File: src/rtl/serial_paralelo_pkg.sv
// Shared definitions for the parametrised serial-to-parallel lane converter.
// Contents:
//   state_t      - lock FSM encoding (SEARCH, COUNT, ACTIVE)
//   DEFAULT_COM  - default 8-bit alignment symbol
//   DEFAULT_IDLE - default 8-bit filler symbol
//   clog2()      - counter width helper, never returns less than one bit
package serial_paralelo_pkg;

   typedef enum logic [1:0] {
      SEARCH = 2'd0,
      COUNT  = 2'd1,
      ACTIVE = 2'd2
   } state_t;

   localparam logic [7:0] DEFAULT_COM  = 8'hBC;
   localparam logic [7:0] DEFAULT_IDLE = 8'h7C;

   // Bits needed to hold value-1; one bit minimum so zero-sized vectors never appear.
   function automatic int clog2(input int value);
      int result;
      result = 1;
      for (int i = 1; i < 31; i++) begin
         if ((32'sd1 <<< i) < value) begin
            result = i + 1;
         end else begin
            result = result;
         end
      end
      return result;
   endfunction

endpackage

File: src/rtl/serial_paralelo_if.sv
// Lane bus between the serial input, the converter and the byte-stream consumer.
// Signals:
//   data_in   - serial bit, MSB of each symbol first
//   data_out  - last deserialised symbol (WIDTH bits)
//   valid_out - data_out carries payload
//   word_stb  - one-cycle pulse when data_out/valid_out update
//   active    - lane locked
//   unlock    - one-cycle pulse when lock is lost through the gap limit
// Modports: master drives the serial bit and observes results; slave is the converter.
interface serial_paralelo_if #(
   parameter int WIDTH = 8
);
   logic             data_in;
   logic [WIDTH-1:0] data_out;
   logic             valid_out;
   logic             word_stb;
   logic             active;
   logic             unlock;

   modport master (
      output data_in,
      input  data_out,
      input  valid_out,
      input  word_stb,
      input  active,
      input  unlock
   );

   modport slave (
      input  data_in,
      output data_out,
      output valid_out,
      output word_stb,
      output active,
      output unlock
   );
endinterface

File: src/rtl/serial_paralelo_window.sv
// Sliding bit window and symbol phase counter.
// Ports:
//   clk       - bit clock
//   reset     - synchronous active-high reset
//   data_in   - serial bit
//   phase_clr - restart the symbol phase so the next bit is bit 0 of a symbol
//   nw        - window including the bit sampled this cycle (MSB = oldest)
//   boundary  - this cycle's bit completes a symbol
module serial_paralelo_window
   import serial_paralelo_pkg::*;
#(
   parameter int WIDTH = 8
) (
   input  logic             clk,
   input  logic             reset,
   input  logic             data_in,
   input  logic             phase_clr,
   output logic [WIDTH-1:0] nw,
   output logic             boundary
);
   localparam int             BW   = clog2(WIDTH);
   localparam logic [BW-1:0]  LAST = BW'(WIDTH - 1);

   // Only WIDTH-1 history bits are stored; the newest bit comes straight from data_in.
   logic [WIDTH-2:0] sr_r;
   logic [BW-1:0]    bit_cnt_r;

   assign nw       = {sr_r, data_in};
   assign boundary = (bit_cnt_r == LAST);

   // Shift the window every cycle and step the symbol phase.
   always_ff @(posedge clk) begin
      if (reset) begin
         sr_r      <= {(WIDTH-1){1'b0}};
         bit_cnt_r <= {BW{1'b0}};
      end else begin
         sr_r <= nw[WIDTH-2:0];
         if (phase_clr || boundary) begin
            bit_cnt_r <= {BW{1'b0}};
         end else begin
            bit_cnt_r <= bit_cnt_r + BW'(1);
         end
      end
   end

endmodule

File: src/rtl/serial_paralelo_param.sv
// Parametrised serial-to-parallel lane converter with bit-level COM alignment.
// Ports:
//   clk_32f - bit clock, all state updates on the rising edge
//   reset   - synchronous active-high reset
//   lane    - slave side of serial_paralelo_if (data_in in; data_out, valid_out,
//             word_stb, active, unlock out; all outputs registered)
module serial_paralelo_param
   import serial_paralelo_pkg::*;
#(
   parameter int               WIDTH       = 8,
   parameter logic [WIDTH-1:0] COM_SYMBOL  = WIDTH'(DEFAULT_COM),
   parameter logic [WIDTH-1:0] IDLE_SYMBOL = WIDTH'(DEFAULT_IDLE),
   parameter int               LOCK_COUNT  = 4,
   parameter int               MAX_GAP     = 16
) (
   input  logic             clk_32f,
   input  logic             reset,
   serial_paralelo_if.slave lane
);
   localparam int            CW          = clog2(LOCK_COUNT + 1);
   localparam int            GW          = clog2(MAX_GAP + 1);
   localparam logic [CW-1:0] LOCK_TARGET = CW'(LOCK_COUNT);
   localparam logic [GW-1:0] GAP_LIMIT   = GW'(MAX_GAP);

   state_t           state_r, state_nxt;
   logic [CW-1:0]    com_cnt_r, com_cnt_nxt;
   logic [GW-1:0]    gap_cnt_r, gap_cnt_nxt;
   logic [WIDTH-1:0] data_r, data_nxt;
   logic             valid_r, valid_nxt;
   logic             stb_r, stb_nxt;
   logic             active_r, active_nxt;
   logic             unlock_r, unlock_nxt;
   logic             phase_clr_s;
   logic [WIDTH-1:0] nw_s;
   logic             boundary_s;
   logic             is_com_s;

   serial_paralelo_window #(.WIDTH(WIDTH)) u_window (
      .clk       (clk_32f),
      .reset     (reset),
      .data_in   (lane.data_in),
      .phase_clr (phase_clr_s),
      .nw        (nw_s),
      .boundary  (boundary_s)
   );

   assign is_com_s = (nw_s == COM_SYMBOL);

   // Lock FSM next state and output-register next values.
   always_comb begin
      state_nxt   = state_r;
      com_cnt_nxt = com_cnt_r;
      gap_cnt_nxt = gap_cnt_r;
      data_nxt    = data_r;
      valid_nxt   = valid_r;
      stb_nxt     = 1'b0;
      active_nxt  = active_r;
      unlock_nxt  = 1'b0;
      phase_clr_s = 1'b0;
      case (state_r)
         SEARCH: begin
            valid_nxt = 1'b0;
            if (is_com_s) begin
               // A COM at any bit offset defines the symbol phase from here on.
               phase_clr_s = 1'b1;
               com_cnt_nxt = CW'(1);
               if (LOCK_COUNT == 32'sd1) begin
                  state_nxt   = ACTIVE;
                  active_nxt  = 1'b1;
                  gap_cnt_nxt = {GW{1'b0}};
               end else begin
                  state_nxt = COUNT;
               end
            end else begin
               state_nxt = SEARCH;
            end
         end
         COUNT: begin
            valid_nxt = 1'b0;
            if (boundary_s) begin
               if (is_com_s) begin
                  com_cnt_nxt = com_cnt_r + CW'(1);
                  if ((com_cnt_r + CW'(1)) == LOCK_TARGET) begin
                     state_nxt   = ACTIVE;
                     active_nxt  = 1'b1;
                     gap_cnt_nxt = {GW{1'b0}};
                  end else begin
                     state_nxt = COUNT;
                  end
               end else begin
                  // Alignment broken: search restarts on the next cycle.
                  state_nxt   = SEARCH;
                  com_cnt_nxt = {CW{1'b0}};
               end
            end else begin
               state_nxt = COUNT;
            end
         end
         ACTIVE: begin
            if (boundary_s) begin
               data_nxt  = nw_s;
               valid_nxt = (nw_s != COM_SYMBOL) && (nw_s != IDLE_SYMBOL);
               stb_nxt   = 1'b1;
               if (is_com_s) begin
                  gap_cnt_nxt = {GW{1'b0}};
               end else if ((GAP_LIMIT != {GW{1'b0}}) && ((gap_cnt_r + GW'(1)) == GAP_LIMIT)) begin
                  // The symbol that hits the gap limit is still presented.
                  state_nxt   = SEARCH;
                  active_nxt  = 1'b0;
                  unlock_nxt  = 1'b1;
                  com_cnt_nxt = {CW{1'b0}};
                  gap_cnt_nxt = {GW{1'b0}};
               end else if (GAP_LIMIT != {GW{1'b0}}) begin
                  gap_cnt_nxt = gap_cnt_r + GW'(1);
               end else begin
                  // Lock loss disabled: counter stays parked so it cannot wrap.
                  gap_cnt_nxt = gap_cnt_r;
               end
            end else begin
               state_nxt = ACTIVE;
            end
         end
         default: begin
            state_nxt   = SEARCH;
            com_cnt_nxt = {CW{1'b0}};
            gap_cnt_nxt = {GW{1'b0}};
            valid_nxt   = 1'b0;
            active_nxt  = 1'b0;
         end
      endcase
   end

   // State and output registers; reset overrides everything.
   always_ff @(posedge clk_32f) begin
      if (reset) begin
         state_r   <= SEARCH;
         com_cnt_r <= {CW{1'b0}};
         gap_cnt_r <= {GW{1'b0}};
         data_r    <= {WIDTH{1'b0}};
         valid_r   <= 1'b0;
         stb_r     <= 1'b0;
         active_r  <= 1'b0;
         unlock_r  <= 1'b0;
      end else begin
         state_r   <= state_nxt;
         com_cnt_r <= com_cnt_nxt;
         gap_cnt_r <= gap_cnt_nxt;
         data_r    <= data_nxt;
         valid_r   <= valid_nxt;
         stb_r     <= stb_nxt;
         active_r  <= active_nxt;
         unlock_r  <= unlock_nxt;
      end
   end

   assign lane.data_out  = data_r;
   assign lane.valid_out = valid_r;
   assign lane.word_stb  = stb_r;
   assign lane.active    = active_r;
   assign lane.unlock    = unlock_r;

endmodule
File: src/flat_wrapper.sv
// flat-port wrapper written by rule: the top's interface ports become plain ports
module serial_paralelo_param_flat import serial_paralelo_pkg::*;
#(
   parameter int               WIDTH       = 8,
   parameter logic [WIDTH-1:0] COM_SYMBOL  = WIDTH'(DEFAULT_COM),
   parameter logic [WIDTH-1:0] IDLE_SYMBOL = WIDTH'(DEFAULT_IDLE),
   parameter int               LOCK_COUNT  = 4,
   parameter int               MAX_GAP     = 16
)
  (clk_32f, reset, lane_data_in, lane_data_out, lane_valid_out, lane_word_stb, lane_active, lane_unlock);
  serial_paralelo_if #(.WIDTH(WIDTH)) lane_i ();
  input  logic clk_32f;
  input  logic reset;
  input wire logic [$bits(lane_i.data_in)-1:0] lane_data_in;
  output wire logic [$bits(lane_i.data_out)-1:0] lane_data_out;
  output wire logic [$bits(lane_i.valid_out)-1:0] lane_valid_out;
  output wire logic [$bits(lane_i.word_stb)-1:0] lane_word_stb;
  output wire logic [$bits(lane_i.active)-1:0] lane_active;
  output wire logic [$bits(lane_i.unlock)-1:0] lane_unlock;
  assign lane_i.data_in = lane_data_in;
  assign lane_data_out = lane_i.data_out;
  assign lane_valid_out = lane_i.valid_out;
  assign lane_word_stb = lane_i.word_stb;
  assign lane_active = lane_i.active;
  assign lane_unlock = lane_i.unlock;
  serial_paralelo_param #(.WIDTH(WIDTH), .COM_SYMBOL(COM_SYMBOL), .IDLE_SYMBOL(IDLE_SYMBOL), .LOCK_COUNT(LOCK_COUNT), .MAX_GAP(MAX_GAP)) u_core (.clk_32f(clk_32f), .reset(reset), .lane(lane_i));
endmodule
File: config.mk
export PLATFORM = sky130hd
export DESIGN_NAME = serial_paralelo_param_flat
export DESIGN_NICKNAME = d
export VERILOG_FILES = /design/src/rtl/serial_paralelo_pkg.sv /design/src/rtl/serial_paralelo_if.sv /design/src/rtl/serial_paralelo_window.sv /design/src/rtl/serial_paralelo_param.sv /design/src/flat_wrapper.sv
export SDC_FILE = /design/constraint.sdc
export NUM_CORES = 1
export LEC_CHECK = 0
export ABC_AREA = 1
export CORE_ASPECT_RATIO = 0.6
export CORE_UTILIZATION = 55
export DETAILED_ROUTE_END_ITERATION = 16
export MAX_ROUTING_LAYER = met4
export PLACE_DENSITY_LB_ADDON = 0.1
export SETUP_SLACK_MARGIN = 0.02
export SYNTH_ARGS = -nofsm -noshare
export SYNTH_HDL_FRONTEND = slang
export SYNTH_SLANG_ARGS = --single-unit
File: constraint.sdc
create_clock -name clk_32f -period 2.6 [get_ports clk_32f]
set_input_delay 0.52 -clock clk_32f [delete_from_list [all_inputs] [get_ports clk_32f]]
set_output_delay 0.52 -clock clk_32f [all_outputs]
set_load 0.01 [all_outputs]
==> run summary, run 1 <==
The run finished with clean final reports. The logs give 0 ns for the summed negative setup slack over all endpoints and 0 for the number of failing setup endpoints in the final timing report. IR analysis of the VDD net gives a maximum drop of 0.000396 V.

Counting flops with an async set or reset pin after synthesis yields a share of 0%. The detail route stage leaves a number of antenna-violating nets equal to 0. The root buffer cell chosen for the clock tree is sky130_fd_sc_hd__clkbuf_8.

Compared with the post-synthesis result, the final layout area differs by 18.8%. Derived from the worst setup path, the maximum achievable clock frequency is 558 MHz. The internal power of the cells totals 0.721 mW. During I/O placement, the number of pins put on the boundary was 15.

Counting distinct cell types in the post-synthesis netlist gives 23. The run gives 2290 um2 as the area of the core region. The critical path goes through clkdlybuf4s50_1 > nor2_1 > nand2_2 > nor2_8 > nor2_2 > nor2_4 > inv_2 > a21oi_1 > nor2_1.

In the final routed layout, each cell accounts on average for 12.7 um. The tools report the power consumption as 0.924 mW. In the synthesized netlist the dominant register cell turns out to be sky130_fd_sc_hd__dfxtp_1. The tools report the largest clock skew in the final design as 0.00896 ns. The run gives 0 as the number of antenna violations at the first check in global routing.

For the number of buffers on the longest clock path, the log shows 2. At the pin with the least slew margin, the transition time is 0.508 ns. In this run, post-CTS repair resized a total of 0 instances. At the end of the flow, the number of nets in the layout was 220. The tools report the total setup buffers inserted after CTS as 0. Counting stages on the worst path, the most repeated cell is sky130_fd_sc_hd__nor2_1. The count of flip-flops with a built-in enable after synthesis was 0; the antenna diode count was 0.

Combinational logic is responsible for 2.7% of the overall power. In the post-route analysis, the smallest setup slack over all paths is 0.806 ns. The number of synthesized register bits works out to 32. The run gives 0.803 as the global placer's final weighted congestion. Of the total power, registers draw 54.2%. Among all cell types in the netlist, the one instantiated most often is sky130_fd_sc_hd__nand2_1. Setup repair after global routing left no endpoint under its margin.

In this run, the number of DRC markers left after iteration 0 of detailed routing was 107. The final design area excluding fillers came out at 1680 um2. Each instance of the synthesized netlist takes up on average 7.33 um2.

The tools report the number of max-slew violations in the final report as 0. The routed wire length is 3080 um. STA classifies the critical path endpoint as a register.

CTS saw 32 sinks. The tools report the detailed placement HPWL as 2200 um. After layout, the worst path uses 69.0% of the clock period. TritonCTS built the clock tree. The effective utilization at floorplan was 61.7%; the global route total overflow was 0. The smallest clock period supported by the final layout is computed as 1.79 ns.

Hold repair after CTS inserted 0 buffers. The switching power summed over all nets was 0.202 mW. Area share of the leading cell type in the synthesized netlist: 45.3%.

Summed over all instances, the cell type with the most area after synthesis is sky130_fd_sc_hd__dfxtp_1. From bottom edge to top edge, the die measures 41.3 um. The run gives 193 as the count of mapped cells out of synthesis. In this design, the stage delay of the slowest critical-path cell is 0.46 ns. Placement row count: 13. The floorplan step defined a die boundary enclosing 2790 um2.

At the later pin of the worst-skew pair, clock insertion delay measures 0.29 ns. The width of the die works out to 67.5 um. Cell with the largest stage delay on the worst path: sky130_fd_sc_hd__clkdlybuf4s50_1. Type of the worst setup path: in2reg. The commonest cells after synthesis are sky130_fd_sc_hd__nand2_1 (39), sky130_fd_sc_hd__dfxtp_1 (32), sky130_fd_sc_hd__inv_1 (26).

The type of element launching the critical path is an input port. Detailed routing inserted a total of 1263 vias. The logs give 0.535 ns for the pre-CTS setup slack and 43.1% for the clock share of power.

The final count of hold timing violations is 0, and the first-pass detailed-route iteration total is 4. The placed instances occupy a cell area of 1590 um2. The number of nets handed over by synthesis was 201. Across every metal layer, demand over resource in global routing totals 26.9%.

The data required time at the worst endpoint was 2.78 ns. The H-tree generated during clock tree synthesis spans 2 levels. The clock edge transition at the registers on the reported setup and hold paths was 0.07 ns; the combined area of all synthesized cells was 1420 um2. The reported leakage power came out at 0.695 nW. The run gives 24 as the largest net degree at the start of global routing. The tool flagged a number of max-cap violations equal to 0.

Of the synthesized area, sequential elements account for 45.3%. Using the TritonRoute via totals, the vias-per-cell ratio works out to 5.20. The count of port buffers added during placement was 14; the number of warnings printed during yosys synthesis was 0. Buffers inserted during clock tree synthesis total 5. The global-route wire length before repair came out at 4980 um. Of all nets on the critical path, the largest fanout is 8.

The number of global-route vias before repair was 1110; the layout cell share with drive strength beyond 1 was 9.86%. DRC violation count after routing: 0. Of the total power, the share spent switching nets is 21.9%.

Class of the worst hold path: reg2reg. The run gives 1.97 ns as the data arrival at the endpoint of the critical path. The run gives 66.1% as the relative slew slack. For this design the ratio of total power to cell area is 549 nW/um2. By area the synthesized netlist is led by sky130_fd_sc_hd__dfxtp_1 (45%), sky130_fd_sc_hd__nand2_1 (10%), sky130_fd_sc_hd__inv_1 (6.9%).
[logic make-up (layout without fill, tap and decap cells)]
logic type / Yosys count / in the layout / synth area share, %
AOI/OAI and AO/OA: 26 / 26 / 9.64
adders and majority gates: 5 / 5 / 4.42
buffers and inverters: 33 / 53 / 8.84
DFF: 32 / 32 / 45.3
and+or+nand+nor: 97 / 97 / 31.8
[flip-flops by register name, indices dropped and copies added (netlist names)]
| signal | flops |
|---|---|
| u_core.lane.unlock | 1 |
| u_core.com_cnt_r | 3 |
| u_core.u_window.bit_cnt_r | 3 |
| u_core.gap_cnt_r | 5 |
| u_core.lane.word_stb | 1 |
| u_core.lane.valid_out | 1 |
| u_core.u_window.sr_r | 7 |
| u_core.lane.active | 1 |
| u_core.lane.data_out | 8 |
| u_core.state_r | 2 |
[placed cells by master, fill, tap and decap left out, drive strengths merged]
cell type      Yosys  final
o21ai              7      7
inv               29     29
o211ai             1      1
nand4              6      6
nor2b              1      1
buf                2      2
dfxtp             32     32
ha                 5      5
clkbuf             2      8
nor2              28     28
nand2             42     42
a21oi             18     18
nor3               1      1
nand3             19     19
clkdlybuf4s50      0     14
[through the flow]
stage	instances	hold WS [ns]	util (%)
5_1_grt	243	0.448	73.3
6_report	243	0.444	73.3
3_3_place_gp	235	0.406	69.4
4_1_cts	243	0.443	73.3
2_1_floorplan	193	0.399	-
3_5_place_dp	235	0.435	69.4
[power by group through the flow]
stage | Sequential [mW] | Clock, mW | Combinational, mW
after floorplan | 0.510 | 0 | 0.0150
after global routing | 0.501 | 0.418 | 0.0277
after detailed placement | 0.511 | 0 | 0.0248
after global placement | 0.511 | 0 | 0.0226
after CTS | 0.500 | 0.398 | 0.0250
final | 0.500 | 0.398 | 0.0252
[worst paths after layout]
check / start / endpoint / slack (ns) / cells after the start
hold / removal: u_core.u_window.bit_cnt_r[0]$_SDFF_PP0_ / u_core.u_window.bit_cnt_r[0]$_SDFF_PP0_ / 0.44 / 1
setup reg to reg: u_core.u_window.bit_cnt_r[0]$_SDFF_PP0_ / u_core.gap_cnt_r[2]$_SDFFE_PP0P_ / 0.88 / 10
setup / recovery: lane_data_in / u_core.gap_cnt_r[2]$_SDFFE_PP0P_ / 0.81 / 9
hold reg to reg: u_core.u_window.bit_cnt_r[0]$_SDFF_PP0_ / u_core.u_window.bit_cnt_r[0]$_SDFF_PP0_ / 0.44 / 1
[cell type report]
cell class                 instances  area (um2)
clock buffer                       8        90.1
fill                             184         612
inverter                          29         109
multi-input combinational        128         649
sequential                        32         641
tap                               30        37.5
timing repair buffer              16         155
[critical path: cells and delay by family]
family | cells | cell delay [ns]
AOI/OAI and AO/OA | 1 | 0.12
and+or+nand+nor | 6 | 0.77
buffers and inverters | 2 | 0.55
[per-layer routing]
| layer | vias up | part of all wire (%) | global-route usage, % |
|---|---|---|---|
| met5 | - | 0 | - |
| met3 | 5 | 6.4 | 7.88 |
| li1 | 654 | - | - |
| met1 | 567 | 49 | 34.2 |
| met2 | 37 | 43 | 39.1 |
| met4 | 0 | 1.2 | 14.9 |
Power figures use the tool's default switching activity.
==> inputs of run 2 (changes only) <==
Settings changed: CORE_UTILIZATION 55 to 54.
Clock period 2.6 ns to 1.7 ns, I/O delays scaled along.
==> run summary, run 2 (same netlist as run 1, synthesis figures left out) <==
The number of nets with antenna violations after detailed routing is 0 (unchanged), and the worst reg-to-reg path cell count is 11 (+1). The number of violations of the max-capacitance limit is 0 (unchanged), and the post-route minimum period is 1.56 ns. The cell sitting at the root of the clock tree is a sky130_fd_sc_hd__clkbuf_8. The total CTS buffers is 5 (unchanged).

The number of nets at the end of the flow was 225 (+2.3%); the final worst-path cycle share was 91.9%. The kind of cell with the highest combined delay along the critical path is simple AND/OR/NAND/NOR gates. Area of the core region: 2310 um2 (+0.71%). Static timing analysis puts the maximum clock frequency at 640 MHz. The number of I/O pins came out at 15 (unchanged).

The global placer's final weighted congestion was 0.862 (+7.4%). The logs give 0.00497 ns (-0.00399 ns) for the largest clock skew in the final design and 2 (unchanged) for the number of H-tree levels. The endpoint with the worst hold slack was u_core.u_window.bit_cnt_r[0]$_SDFF_PP0_. The final routed wire length divided by cell count works out to 12.5 um (-1.7%).

The logs give 1146 (+3.2%) for the number of global-route vias before repair and 1.39 mW (+51%) for the power consumption. The routed wire length was 3090 um (+0.29%). The worst vdd rail ir drop is 0.000526 V (+33%).

The worst setup path is launched from a register. The layout cell share with drive strength beyond 1 is 15.1% (+5.3 points), and the number of max-slew violations in the final report is 0 (unchanged). For the global route total overflow, the log shows 0 (unchanged). For the number of failing setup endpoints in the final timing report, the log shows 0 (unchanged). The first-iteration detailed-routing DRC count is 135 (+26%). The top cell types in the final layout, fill and taps aside, are sky130_fd_sc_hd__nand2_1 (37), sky130_fd_sc_hd__dfxtp_1 (30), sky130_fd_sc_hd__inv_1 (26), sky130_fd_sc_hd__nor2_1 (23), sky130_fd_sc_hd__nand3_1 (18).

The antenna diode count was 0 (unchanged). The startpoint identified for the worst hold timing path is u_core.u_window.bit_cnt_r[0]$_SDFF_PP0_. The effective utilization at floorplan came out at 61.3% (-0.43 points). The power per standard cell area was 802 nW/um2 (+46%); the global-route wire length before repair was 5260 um (+5.5%).

TritonCTS built the clock tree. Among the stages of the critical path, the cell type that occurs most often is sky130_fd_sc_hd__nand2_1. The tools report the largest net degree at the start of global routing as 23 (-4.2%). The tools report the startpoint of the worst register-to-register path as u_core.u_window.bit_cnt_r[0]$_SDFF_PP0_. The tools report the critical path capture point type as a register.

The clock sink count was 32 (unchanged); the growth of design area from synthesis to finish was 22.6%. The final count of hold timing violations was 0 (unchanged); the number of flip-flops in the largest register was 8 (unchanged). The tools report the number of gates resized after CTS as 0 (unchanged). The die height came out at 41.7 um (+0.87%). The clock edge transition at the registers on the reported setup and hold paths is 0.06 ns (about the same). The detailed placement HPWL is 2300 um (+4.6%), and the longest individual stage delay on the worst path is 0.33 ns (-0.13 ns). For the reported leakage power, the log shows 0.715 nW (+2.8%). For the relative slew slack, the log shows 71.8% (+5.8 points). The data required time at the worst endpoint was 1.88 ns (-0.90 ns). The run gives 2 (unchanged) as the number of buffers on the longest clock path. The data arrival at the endpoint of the critical path was 1.74 ns (-0.23 ns).

The run gives 2840 um2 (+1.8%) as the total die area. In this run the worst hold path is classified as reg2reg. Reg-to-reg critical path endpoint: u_core.gap_cnt_r[3]$_SDFFE_PP0P_.

The count of port buffers added during placement came out at 14 (unchanged). The tools report the DRC violation count after routing as 0 (unchanged). The post-cts hold buffer count was 0 (unchanged). Via density per instance: 5.15 (-0.93%).

For the number of fill cells in the layout, the log shows 167 (-9.2%). The number of cells traversed by the worst hold path was 1 (unchanged); the number of antenna violations at the first check in global routing was 0 (unchanged). Placement row count: 13 (unchanged). For the clock latency on the worst-skew pair, the log shows 0.28 ns (about the same). The logs give 0 ns (unchanged) for the summed negative setup slack over all endpoints and 4 (unchanged) for the first-pass detailed-route iteration total. The total buffers and inverters traversed by the critical path works out to 2 (unchanged). Leaving out fill and tap cells, the most frequent cell in the layout is sky130_fd_sc_hd__nand2_1.

The worst-path maximum fanout is 8 (unchanged), and the global-route total usage across every layer is 26.1% (-0.89 points). Setup repair after global routing could not meet its margin everywhere. The flow ran to the end, and the final reports show no timing, DRC or antenna violations. The width of the die came out at 68.1 um (+0.89%). The tools report the detailed-route via count as 1277 (+1.1%). The register-to-register path setup slack is 0.14 ns (-0.74 ns). Among all stages on the critical path, the largest delay is contributed by sky130_fd_sc_hd__dfxtp_2. The transition time at the pin with the least slew margin came out at 0.422 ns (-0.0865 ns). The type of the worst setup path was reg2reg. For the total setup buffers inserted after CTS, the log shows 0 (unchanged). Traced cell by cell, the critical path runs through ha_1 > ha_2 > nand2_1 > inv_1 > nand3_1 > nand2_1 > nand2_1 > nor2_4 > inv_2 > o21ai_1 > a21oi_1.
## run 2: cell count changes in the layout (fill, tap and decap cells not counted), sizes merged
cell	previous run	this run
buf	2	7
## run 2: metal layers
metal / wire, um / vias to the layer above / GRT usage (%)
met4: 39 / 0 / 7.92
met2: 1370 / 40 / 36.9
met5: 0 / - / -
li1: - / 664 / -
met1: 1460 / 566 / 35.2
met3: 221 / 7 / 8.24
## run 2: through the flow
| step | cells | worst slack (ns) | area (um2) | util (%) | hold WS (ns) |
|---|---|---|---|---|---|
| finish | 248 | 0.138 | 1740 | 75.1 | 0.399 |
| global placement | 240 | -0.0645 | 1630 | 70.5 | 0.409 |
| global route | 248 | -0.00238 | 1740 | 75.1 | 0.419 |
| detailed placement | 240 | -0.121 | 1630 | 70.5 | 0.417 |
| CTS | 248 | 0.106 | 1720 | 74.4 | 0.429 |
| floorplan | 193 | 0.293 | 1420 | - | 0.399 |
## run 2: cell type report
class                   instances  area [um2]  area share [%]
clock buffers                   8        90.1            5.19
inverters                      29         109            6.27
multi-input cells             128         663            38.2
flip-flops and latches         32         643            37.1
well taps                      30        37.5            2.16
repair buffers                 21         193            11.1
## run 2: worst max path at each step
stage | cells after the start | start | to
floorplan | 9 | u_core.u_window.bit_cnt_r[0]$_SDFF_PP0_ | u_core.gap_cnt_r[3]$_SDFFE_PP0P_
global placement | 9 | lane_data_in | u_core.gap_cnt_r[2]$_SDFFE_PP0P_
detailed placement | 9 | lane_data_in | u_core.gap_cnt_r[2]$_SDFFE_PP0P_
CTS | 11 | u_core.u_window.bit_cnt_r[0]$_SDFF_PP0_ | u_core.gap_cnt_r[2]$_SDFFE_PP0P_
global route | 11 | u_core.u_window.bit_cnt_r[0]$_SDFF_PP0_ | u_core.gap_cnt_r[2]$_SDFFE_PP0P_
finish | 11 | u_core.u_window.bit_cnt_r[0]$_SDFF_PP0_ | u_core.gap_cnt_r[3]$_SDFFE_PP0P_
## run 2: report_power, final
group	internal [mW]	total (mW)	switching, mW	leakage [nW]
logic	0.0152	0.0392	0.0239	0.410
clock network	0.330	0.587	0.257	0.0455
registers	0.760	0.766	0.00641	0.260
==> inputs of run 3 (changes only) <==
Settings changed: CORE_UTILIZATION 54 to 45.
==> run summary, run 3 (same netlist as run 1, synthesis figures left out) <==
The class of the worst hold path is reg2reg. The tools report the power consumption as 1.41 mW (+1.2%). The worst setup path is of the reg2reg kind. Power per standard cell area: 783 nW/um2 (-2.5%). Pre-CTS setup slack: -0.107 ns (+0.0134 ns).

The total buffers and inverters traversed by the critical path was 2 (unchanged). The tools report the reported leakage power as 0.733 nW (+2.5%). The tree is rooted in a sky130_fd_sc_hd__clkbuf_8. The final worst-path cycle share came out at 95.3% (+3.4 points). The logs give 0.439 ns (+0.0398 ns) for the final worst hold slack and 272 (+63%) for the number of fill cells in the layout. The number of cells traversed by the worst hold path works out to 2 (+1).

The reg-to-reg critical path endpoint was u_core.gap_cnt_r[3]$_SDFFE_PP0P_. Via density per instance: 4.87 (-5.4%). The cell with the largest stage delay on the worst path is sky130_fd_sc_hd__dfxtp_1. The largest clock skew in the final design is 0.00248 ns (-0.00249 ns).

The layout cell share with drive strength beyond 1 works out to 18.6% (+3.5 points). The number of global-route vias before repair was 1048 (-8.6%); the number of max-slew violations in the final report was 0 (unchanged). The area of the core region came out at 2930 um2 (+27%).

The number of buffers on the longest clock path is 2 (unchanged). The longest individual stage delay on the worst path works out to 0.36 ns (+0.03 ns). The logs give 19.7% (-6.4 points) for the global-route total usage across every layer and 2 (unchanged) for the number of H-tree levels. The post-route minimum period works out to 1.62 ns (+0.0583 ns). The data required time at the worst endpoint came out at 1.86 ns (-0.02 ns).

The first-pass detailed-route iteration total came out at 4 (unchanged). The clock latency on the worst-skew pair is 0.28 ns (about the same). The clock sink count was 32 (unchanged); the worst-path maximum fanout was 8 (unchanged). The count of port buffers added during placement was 14 (unchanged). The run finished with clean final reports. The worst reg-to-reg path cell count works out to 9 (-2). The run gives 0 (unchanged) as the number of antenna violations at the first check in global routing. The logs give 0 (unchanged) for the number of violations of the max-capacitance limit and 61.5% (-14 points) for the final core utilization. The transition time at the pin with the least slew margin is 0.399 ns (-0.0234 ns). TritonCTS built the clock tree. The logs give 3030 um (-1.9%) for the routed wire length and 19 (-17%) for the largest net degree at the start of global routing.

The run gives 0.000697 V (+32%) as the worst vdd rail ir drop. For the number of nets with antenna violations after detailed routing, the log shows 0 (unchanged). Total CTS buffers: 5 (unchanged). The worst setup path is captured at a register. The area used by sequential logic in the layout is 643 um2 (unchanged), and the number of flip-flops in the largest register is 8 (unchanged). The total die area is 3380 um2 (+19%), and the width of the die is 74.4 um (+9.3%).

For the number of placed instances, taps included, the log shows 253 (+5.4%). The detailed-route via count was 1276 (-0.078%); the final routed wire length divided by cell count was 11.6 um (-7.1%). The run gives 696 um2 (+4.9%) as the total area of multi-input combinational cells. The logs give 617 MHz (-3.6%) for the highest achievable clock rate and 1650 um2 (+1.4%) for the area of placed instances. The data arrival at the endpoint of the critical path is 1.78 ns (+0.04 ns), and the die height is 45.4 um (+9.1%). The final worst-path setup slack was 0.0794 ns (-0.0583 ns).

Among cell families on the critical path, the largest total delay comes from compound AO/OA/AOI/OAI gates. The run gives 0 (unchanged) as the antenna diode count. Walking the worst path, the cells encountered are ha_4 > ha_4 > inv_1 > o21ai_2 > nand2_2 > nor2_4 > inv_2 > o21ai_2 > a21oi_1.

The global placer's final weighted congestion was 0.823 (-4.5%). The tools report the DRC violation count after routing as 0 (unchanged). Type of element launching the critical path: a register. The run gives 0 (unchanged) as the post-cts hold buffer count.

The final design area excluding fillers was 1800 um2 (+3.7%); the register-to-register path setup slack was 0.08 ns (-0.06 ns). The number of nets at the end of the flow came out at 227 (+0.89%). The global route total overflow was 0 (unchanged); the first-iteration detailed-routing DRC count was 70 (-48%).

The relative slew slack came out at 73.4% (+1.6 points). The most common library cell in the layout ignoring fill and taps is sky130_fd_sc_hd__nand2_1. Summed negative setup slack over all endpoints: 0 ns (unchanged). The global-route wire length before repair was 4650 um (-12%). The final count of hold timing violations was 0 (unchanged); the clock edge transition at the registers on the reported setup and hold paths was 0.07 ns (about the same). The launch instance of the worst min-delay path was u_core.u_window.sr_r[4]$_SDFF_PP0_. For the effective utilization at floorplan, the log shows 48.3% (-13 points). The startpoint of the worst register-to-register path is u_core.u_window.bit_cnt_r[1]$_SDFF_PP0_. For the post-layout instance count excluding filler cells, the log shows 262 (+5.6%). The endpoint with the worst hold slack was u_core.u_window.sr_r[5]$_SDFF_PP0_. The tools report the number of I/O pins as 15 (unchanged). In the layout the commonest cells are sky130_fd_sc_hd__nand2_1 (36), sky130_fd_sc_hd__dfxtp_1 (30), sky130_fd_sc_hd__inv_1 (26), sky130_fd_sc_hd__nor2_1 (23), sky130_fd_sc_hd__nand3_1 (18). The tools report the placement row count as 15 (+2).

The area growth from synthesis to layout is 27.2%. The run gives 0 (unchanged) as the number of failing setup endpoints in the final timing report. Detailed placement HPWL: 2230 um (-2.8%).
## run 3: changes by cell type in the layout (fill, tap and decap cells not counted), sizes merged
cell    delta
clkinv     +2
buf        +2
clkbuf     -2
## run 3: cell type report
| cell class | count | share of cell area (%) |
|---|---|---|
| clock inverters | 2 | 0.556 |
| repair buffers | 23 | 11.5 |
| well taps | 42 | 2.92 |
| flip-flops and latches | 32 | 35.7 |
| clock buffers | 6 | 4.59 |
| inverters | 29 | 6.05 |
| multi-input cells | 128 | 38.6 |
## run 3: layer usage
| layer | track usage, % | wire length [um] |
|---|---|---|
| met1 | 27.7 | 1500 |
| met2 | 26.5 | 1320 |
| met3 | 5.97 | 160 |
| met4 | 6.79 | 44 |
| met5 | - | 0 |
## run 3: worst max-delay path by stage
| stage | cells past startpoint | start | endpoint |
|---|---|---|---|
| 2_1_floorplan | 9 | u_core.u_window.bit_cnt_r[0]$_SDFF_PP0_ | u_core.gap_cnt_r[3]$_SDFFE_PP0P_ |
| 5_1_grt | 11 | u_core.u_window.bit_cnt_r[1]$_SDFF_PP0_ | u_core.gap_cnt_r[3]$_SDFFE_PP0P_ |
| 6_report | 9 | u_core.u_window.bit_cnt_r[1]$_SDFF_PP0_ | u_core.gap_cnt_r[3]$_SDFFE_PP0P_ |
| 3_3_place_gp | 9 | lane_data_in | u_core.gap_cnt_r[2]$_SDFFE_PP0P_ |
| 4_1_cts | 9 | u_core.u_window.bit_cnt_r[0]$_SDFF_PP0_ | u_core.gap_cnt_r[3]$_SDFFE_PP0P_ |
| 3_5_place_dp | 9 | lane_data_in | u_core.gap_cnt_r[3]$_SDFFE_PP0P_ |
## run 3: where the power goes
part	internal (mW)	total [mW]	switching [mW]
logic	0.0195	0.0449	0.0254
registers	0.760	0.768	0.00843
clock network	0.323	0.596	0.273
## run 3: timing repair
| action | CTS | global route |
|---|---|---|
| buffers inserted | 0 | 1 |
| endpoints found under the setup margin | 0 | 10 |
| gates resized for setup | 0 | 13 |
## run 3: worst min-delay path, cell delays in order, from the launching register on
cell	delay, ns
sky130_fd_sc_hd__dfxtp_1	0.32
sky130_fd_sc_hd__inv_1	0.05
sky130_fd_sc_hd__nor2_1	0.03
